$ cat src/rtl/ysyx_24100006_icache_pkg.sv
// Shared types and constants for the direct-mapped instruction cache.
// Optional feature macro used by the top: ICACHE_PERF_EN (hit/miss counters).
package ysyx_24100006_icache_pkg;

    typedef enum logic [2:0] {
        S_IDLE,
        S_LOOKUP,
        S_REFILL_AR,
        S_REFILL_R,
        S_RESP,
        S_FLUSH
    } state_e;

    localparam logic [1:0] AXI_BURST_INCR = 2'b01;
    localparam logic [2:0] AXI_SIZE_4B    = 3'b010;
    localparam logic [1:0] RESP_OKAY      = 2'b00;
    localparam logic [1:0] RESP_SLVERR    = 2'b10;

    function automatic int word_idx_w(input int line_words);
        return $clog2(line_words);
    endfunction

    function automatic int set_idx_w(input int nsets);
        return $clog2(nsets);
    endfunction

endpackage

$ cat src/rtl/ysyx_24100006_icache_meta.sv
// Tag + valid store: registered read port, write port, single-cycle clear of all valid bits.
module ysyx_24100006_icache_meta #(
    parameter int NSETS = 16,
    parameter int TAG_W = 24
) (
    input  logic                     clk,
    input  logic                     reset,
    input  logic                     clear_all,
    input  logic                     rd_en,
    input  logic [$clog2(NSETS)-1:0] rd_set,
    output logic                     rd_valid,
    output logic [TAG_W-1:0]         rd_tag,
    input  logic                     wr_en,
    input  logic [$clog2(NSETS)-1:0] wr_set,
    input  logic [TAG_W-1:0]         wr_tag,
    input  logic                     wr_valid
);

    logic [NSETS-1:0] valid_q, valid_d;
    logic             rd_valid_q;
    logic [TAG_W-1:0] rd_tag_q;
    logic [TAG_W-1:0] tag_mem [NSETS];

    always_comb begin
        valid_d = valid_q;
        if (clear_all) begin
            valid_d = '0;
        end else if (wr_en) begin
            valid_d[wr_set] = wr_valid;
        end
    end

    always_ff @(posedge clk) begin
        if (reset) begin
            valid_q    <= '0;
            rd_valid_q <= 1'b0;
        end else begin
            valid_q <= valid_d;
            if (rd_en) begin
                rd_valid_q <= valid_q[rd_set];
            end
        end
    end

    // Tags carry no reset; a tag is only trusted when its valid bit is set.
    always_ff @(posedge clk) begin
        if (wr_en) begin
            tag_mem[wr_set] <= wr_tag;
        end
        if (rd_en) begin
            rd_tag_q <= tag_mem[rd_set];
        end
    end

    assign rd_valid = rd_valid_q;
    assign rd_tag   = rd_tag_q;

endmodule

$ cat src/rtl/ysyx_24100006_icache.sv
// Direct-mapped I-cache: AXI-Lite word fetch slave, AXI4 INCR line refill master, fence.i flush.
// Define ICACHE_PERF_EN to add the perf_hit/perf_miss counter ports.
module ysyx_24100006_icache
    import ysyx_24100006_icache_pkg::*;
#(
    parameter int NSETS      = 16,
    parameter int LINE_WORDS = 4
) (
    input  logic        clk,
    input  logic        reset,
    input  logic        flush_req,
    output logic        flush_done,
    input  logic [31:0] s_araddr,
    input  logic        s_arvalid,
    output logic        s_arready,
    output logic        s_rvalid,
    input  logic        s_rready,
    output logic [31:0] s_rdata,
    output logic [1:0]  s_rresp,
    output logic [31:0] m_araddr,
    output logic [7:0]  m_arlen,
    output logic [2:0]  m_arsize,
    output logic [1:0]  m_arburst,
    output logic        m_arvalid,
    input  logic        m_arready,
    input  logic        m_rvalid,
    output logic        m_rready,
    input  logic [31:0] m_rdata,
    input  logic [1:0]  m_rresp,
    input  logic        m_rlast
`ifdef ICACHE_PERF_EN
    ,
    output logic [31:0] perf_hit,
    output logic [31:0] perf_miss
`endif
);

    localparam int WORD_W = word_idx_w(LINE_WORDS);
    localparam int SET_W  = set_idx_w(NSETS);
    localparam int IDX_W  = SET_W + WORD_W;
    localparam int TAG_W  = 30 - IDX_W;

    state_e             state_q, state_d;
    logic [29:0]        addr_q, addr_d;      // word address of the current fetch
    logic [31:0]        rdata_q, rdata_d;
    logic [1:0]         rresp_q, rresp_d;
    logic [WORD_W-1:0]  beat_q, beat_d;
    logic               err_q, err_d;
    logic               flush_pend_q, flush_pend_d;
    logic               flush_req_q;

    logic               flush_rise;
    logic               rd_en;
    logic               data_wr;
    logic               meta_wr;
    logic               meta_wr_valid;
    logic               clear_all;
    logic               meta_rd_valid;
    logic [TAG_W-1:0]   meta_rd_tag;
    logic               lookup_hit;
    logic [31:0]        data_rd_q;
    logic [31:0]        data_mem [NSETS*LINE_WORDS];
    logic               unused_addr_bits;

    wire [WORD_W-1:0] word_idx = addr_q[WORD_W-1:0];
    wire [SET_W-1:0]  set_idx  = addr_q[IDX_W-1:WORD_W];
    wire [TAG_W-1:0]  tag      = addr_q[29:IDX_W];

    assign unused_addr_bits = ^s_araddr[1:0];
    assign flush_rise       = flush_req & ~flush_req_q;
    assign lookup_hit       = meta_rd_valid && (meta_rd_tag == tag);

    ysyx_24100006_icache_meta #(
        .NSETS (NSETS),
        .TAG_W (TAG_W)
    ) u_meta (
        .clk       (clk),
        .reset     (reset),
        .clear_all (clear_all),
        .rd_en     (rd_en),
        .rd_set    (s_araddr[IDX_W+1:WORD_W+2]),
        .rd_valid  (meta_rd_valid),
        .rd_tag    (meta_rd_tag),
        .wr_en     (meta_wr),
        .wr_set    (set_idx),
        .wr_tag    (tag),
        .wr_valid  (meta_wr_valid)
    );

    // Arrays are read at the address handshake so the result is ready in LOOKUP.
    always_ff @(posedge clk) begin
        if (data_wr) begin
            data_mem[{set_idx, beat_q}] <= m_rdata;
        end
        if (rd_en) begin
            data_rd_q <= data_mem[s_araddr[IDX_W+1:2]];
        end
    end

    always_comb begin
        state_d       = state_q;
        addr_d        = addr_q;
        rdata_d       = rdata_q;
        rresp_d       = rresp_q;
        beat_d        = beat_q;
        err_d         = err_q;
        flush_pend_d  = flush_pend_q | flush_rise;
        s_arready     = 1'b0;
        s_rvalid      = 1'b0;
        m_arvalid     = 1'b0;
        m_rready      = 1'b0;
        flush_done    = 1'b0;
        rd_en         = 1'b0;
        data_wr       = 1'b0;
        meta_wr       = 1'b0;
        meta_wr_valid = 1'b0;
        clear_all     = 1'b0;
        case (state_q)
            S_IDLE: begin
                if (flush_pend_q || flush_rise) begin
                    flush_pend_d = 1'b0;
                    state_d      = S_FLUSH;
                end else begin
                    s_arready = 1'b1;
                    if (s_arvalid) begin
                        rd_en   = 1'b1;
                        addr_d  = s_araddr[31:2];
                        state_d = S_LOOKUP;
                    end
                end
            end
            S_LOOKUP: begin
                if (lookup_hit) begin
                    rdata_d = data_rd_q;
                    rresp_d = RESP_OKAY;
                    state_d = S_RESP;
                end else begin
                    beat_d  = '0;
                    err_d   = 1'b0;
                    state_d = S_REFILL_AR;
                end
            end
            S_REFILL_AR: begin
                m_arvalid = 1'b1;
                if (m_arready) begin
                    state_d = S_REFILL_R;
                end
            end
            S_REFILL_R: begin
                m_rready = 1'b1;
                if (m_rvalid) begin
                    data_wr = 1'b1;
                    beat_d  = beat_q + 1'b1;
                    err_d   = err_q | (m_rresp != RESP_OKAY);
                    if (beat_q == word_idx) begin
                        rdata_d = m_rdata;
                        rresp_d = m_rresp;
                    end
                    // An errored line keeps its tag but is never marked valid.
                    if (m_rlast) begin
                        meta_wr       = 1'b1;
                        meta_wr_valid = ~err_d;
                        state_d       = S_RESP;
                    end
                end
            end
            S_RESP: begin
                s_rvalid = 1'b1;
                if (s_rready) begin
                    state_d = S_IDLE;
                end
            end
            S_FLUSH: begin
                clear_all  = 1'b1;
                flush_done = 1'b1;
                state_d    = S_IDLE;
            end
            default: state_d = S_IDLE;
        endcase
    end

    always_ff @(posedge clk) begin
        if (reset) begin
            state_q      <= S_IDLE;
            addr_q       <= '0;
            rdata_q      <= '0;
            rresp_q      <= RESP_OKAY;
            beat_q       <= '0;
            err_q        <= 1'b0;
            flush_pend_q <= 1'b0;
            flush_req_q  <= 1'b0;
        end else begin
            state_q      <= state_d;
            addr_q       <= addr_d;
            rdata_q      <= rdata_d;
            rresp_q      <= rresp_d;
            beat_q       <= beat_d;
            err_q        <= err_d;
            flush_pend_q <= flush_pend_d;
            flush_req_q  <= flush_req;
        end
    end

    assign s_rdata   = rdata_q;
    assign s_rresp   = rresp_q;
    assign m_araddr  = {addr_q[29:WORD_W], {(WORD_W + 2){1'b0}}};
    assign m_arlen   = 8'(LINE_WORDS - 1);
    assign m_arsize  = AXI_SIZE_4B;
    assign m_arburst = AXI_BURST_INCR;

`ifdef ICACHE_PERF_EN
    logic [31:0] perf_hit_q, perf_hit_d;
    logic [31:0] perf_miss_q, perf_miss_d;

    always_comb begin
        perf_hit_d  = perf_hit_q;
        perf_miss_d = perf_miss_q;
        if (state_q == S_LOOKUP) begin
            if (lookup_hit) begin
                perf_hit_d = perf_hit_q + 32'd1;
            end else begin
                perf_miss_d = perf_miss_q + 32'd1;
            end
        end
    end

    always_ff @(posedge clk) begin
        if (reset) begin
            perf_hit_q  <= '0;
            perf_miss_q <= '0;
        end else begin
            perf_hit_q  <= perf_hit_d;
            perf_miss_q <= perf_miss_d;
        end
    end

    assign perf_hit  = perf_hit_q;
    assign perf_miss = perf_miss_q;
`else
    // Counters are not built; cache behaviour is unchanged.
`endif

endmodule

$ cat config.mk
export PLATFORM = sky130hd
export DESIGN_NAME = ysyx_24100006_icache
export DESIGN_NICKNAME = d
export VERILOG_FILES = /design/src/rtl/ysyx_24100006_icache_pkg.sv /design/src/rtl/ysyx_24100006_icache_meta.sv /design/src/rtl/ysyx_24100006_icache.sv
export SDC_FILE = /design/constraint.sdc
export NUM_CORES = 2
export LEC_CHECK = 0
export BUFFER_PORTS_ARGS = -buffer_cell sky130_fd_sc_hd__buf_2
export CORE_ASPECT_RATIO = 1.75
export CORE_MARGIN = 2
export CORE_UTILIZATION = 45
export DETAILED_ROUTE_END_ITERATION = 7
export PLACE_DENSITY = 0.67
export SETUP_SLACK_MARGIN = 0.05
export SYNTH_ARGS = -nofsm -noshare
export SYNTH_HDL_FRONTEND = slang
export SYNTH_SLANG_ARGS = --single-unit
$ cat constraint.sdc
create_clock -name clk -period 4.7 [get_ports clk]
set_input_delay 0 -clock clk [delete_from_list [all_inputs] [get_ports clk]]
set_output_delay 0 -clock clk [all_outputs]
set_load 0.05 [all_outputs]
==> impl_results.md <==
- Clock group share of total power: 0.377
- Mapped Cells: 4,349
- Global Route Usage Sum: 0.216
- Pwr Density: about 430 nW/µm²
- Port bufs: 138
- Unrepaired setup endpoints after global routing: no
- Fraction of power consumed by sequential logic: 0.538
- First-pass GRT wire length: about 340 mm
- 1st-pass router iterations: 6
- RR Startpoint: state_q[1]$_SDFFE_PP0P_
- Synth cell count leaders: edfxtp_1, mux4_2, nand2_1
- Post-detail-place hpwl: about 140 mm
- Area Overhead vs Synth: 13.8%
- Ys flop type: edfxtp_1
- CP max FO: 17
- Final core utilization: 0.514
- Worst-skew pair later-pin latency: 0.86 ns
- Die H: 623 µm
- Critical path startpoint: state_q[1]$_SDFFE_PP0P_
- Min-delay worst type: in2reg
- Gpl congestion: ~0.80
- FMAX: 270 MHz
- Row cnt: about 230
- Yosys reg bits: approximately 2,600
- Hold depth: 4
- Worst slew margin: 0.164
- Data arrival, critical path: 4.21 ns
- DIE AREA: 223,000 µm²
- Minimum hold slack: about 0.1 ns
- Post-route minimum period: about 3.7 ns
- Yosys top cell area share: 0.758
- Critical R2R Capture: data_mem[35][11]$_DFFE_PP_
- Post-synthesis sequential area ratio: 0.776
- Maximum capacitance violations: 0
- GR Util met1: 0.257
- Ys Warns: 0
- Worst hold path startpoint: flush_req
- Largest net degree at the start of global routing: between 100 and 150
- Final hold viol count: 0
- Comb pwr share: 0.085
- Status: complete, no violations
- Starting density of the core: 0.452
- CP startpoint kind: register
- Synth area leaders: edfxtp_1, mux4_2, dfxtp_1
- GR Util met3: 0.0301
- Detailed Route Iter0 Violations: about 5,100
- Synth area leader: edfxtp_1
- CTS buffer count: between 200 and 250
- Switching power of the nets: 11.2 mW
- DR WL/cell: between 30 and 40 µm
- Drt drc: 0
- Setup WS pre-CTS: 1.12 ns
- DRT antenna net count: 0
- Cell at the root of the clock tree: clkbuf_16
- Count leader, synth: edfxtp_1
- Skew final: between 0.06 and 0.07 ns
- Syn Area/Cell: approximately 23 µm²
- Internal power: roughly 37 mW
- CTS sink count: roughly 2,600
- Slew Limit Fails: 0
- GRT overflow: 0
- Core area: 218,000 µm²
- Synth async-reset ratio: 0
- Final setup fails: 0
- Cell depth of the worst flop-to-flop path: 5
- Clock-pin slew of the registers on the worst-case setup and hold paths: approximately 0.070 ns
- Layout cells sized above 1: 0.293
- Setup Crit Path Kind: reg2reg
- I/O pin count: 158
- Critical Path RT: roughly 5.2 ns
- Nature of the critical path endpoint: register
- Worst Max-Slew Pin Slew: 1.25 ns
- Initial antenna violation count: 5
- Post-route setup slack: roughly 1 ns
- Setup TNS Final: 0 ns
- Netlist Area Pre-Place: a little under 100,000 µm²
- Switching Fraction: 0.232
- Fin crit share: 0.788
- Peak VDD IR: 0.000343 V
- Post-synth EDFFs: between 2,000 and 2,500
- Global Route met2 Usage: 0.397
- # nets final: a little under 5,000
- Vias: around 46,000
- Hold path endpoint: flush_pend_q$_SDFF_PP0_
- Tot Pwr: just under 50 mW
- Clock tree buffer depth: 4
- CTS tree: done
- Vias per inst: 5.98
- Synth unique cells: 44
- H-tree depth: 4
- Worst reg2reg setup slack: between 0.9 and 1 ns
- Vias in the first global route: roughly 48,000
- Drt total wl: about 240 mm
- Die X: 358 µm
- Most Used Layer, Global Route: met2
- Pleak: approximately 35 nW
## cell type report
class | count | area, µm²
flip-flops and latches | 2577 | 76500
inverters | 8 | 32.5
clock buffers | 269 | 5730
fillers | 16700 | 106000
repair buffers | 447 | 3850
multi-input cells | 1493 | 21200
clock inverters | 116 | 1330
well taps | 2862 | 3580
diodes | 2 | 5.00
## per-stage QoR
step	cells	area (µm²)
floorplan	4364	98600
finish	7774	112000
detailed placement	7263	104000
CTS	7772	112000
global placement	7263	104000
global route	7774	112000
## registers in the layout, summed over array words and instances (netlist names)
| register | cells |
|---|---|
| addr_q | 30 |
| beat_q | 2 |
| data_mem | 2048 |
| data_rd_q | 32 |
| err_q | 1 |
| flush_pend_q | 1 |
| flush_req_q | 1 |
| s_rdata | 32 |
| s_rresp | 2 |
| state_q | 3 |
| u_meta.rd_tag | 24 |
| u_meta.rd_valid | 1 |
| u_meta.tag_mem | 384 |
| u_meta.valid_q | 16 |
## cells in the final DEF, fill, tap and decap left out, types with 13 or more instances in the layout
cell type      Yosys  final
bufinv_16          0     30
mux2i_1           98     98
buf_2             94    134
nor2b_1           32     32
buf_4             66    146
clkbuf_8           0     13
clkinv_1           0     36
clkinv_2           0     38
clkbuf_1          87     40
a211oi_1          32     32
clkbuf_16          0    216
a221oi_1          17     17
dlygate4sd3_1      0    124
conb_1             2     17
dfxtp_1           89     89
a311oi_1          32     32
o21ai_0           26     26
nand2_1          161    161
mux4_2           708    708
o22ai_1           24     24
xor2_1            23     23
a21oi_1          125    124
edfxtp_1        2488   2488
nor2_4             0     80
buf_12             0     39
nor2_1           119     37
## worst max-delay path, cell delays in order, from the launching register on
cell and delay (ns):
dfxtp_1 0.56, nand4b_1 0.36, nor2_1 0.49, nand3_1 0.78, nor2_4 0.91, buf_12 0.26
## repair_timing
item / CTS / global route
hold buffers: 124 / 0
hold endpoints to repair: 1953 / 0
buffers inserted: 0 / 0
gates resized for setup: 0 / 0
## power groups by stage
stage | clock network, mW | logic [mW] | registers, mW
after floorplan | 0 | 2.03 | 26.8
after global placement | 0 | 3.92 | 26.5
after detailed placement | 0 | 3.99 | 26.5
after CTS | 18.5 | 4.11 | 26.0
after global routing | 19.3 | 4.32 | 26.1
final | 18.2 | 4.11 | 26.0
## logic make-up (layout without fill, tap and decap cells)
group           count (synthesis)  after routing  synth area share
compound gates                281            281            0.0180
mux                           811            811             0.172
simple gates                  358            358            0.0155
other cells                     2             19         0.0000762
flops                        2577           2577             0.776
xor+xnor                       26             26           0.00231
buf+inv                       294            840            0.0160
## metal layers
metal,wire (µm),vias to the layer above
met4,8740,2
met2,132000,1895
met5,11,-
met3,15800,443
li1,-,19000
met1,84900,25100
## worst max path at each step
stage | end | slack [ns]
after floorplan | data_rd_q[0]$_DFFE_PP_ | 1.13
after global placement | data_mem[35][5]$_DFFE_PP_ | 1.19
after detailed placement | data_mem[3][23]$_DFFE_PP_ | 1.12
after CTS | data_mem[35][11]$_DFFE_PP_ | 1.09
after global routing | data_mem[35][11]$_DFFE_PP_ | 0.86
final | data_mem[35][11]$_DFFE_PP_ | 1.0
(Power assumes the default switching activity.)
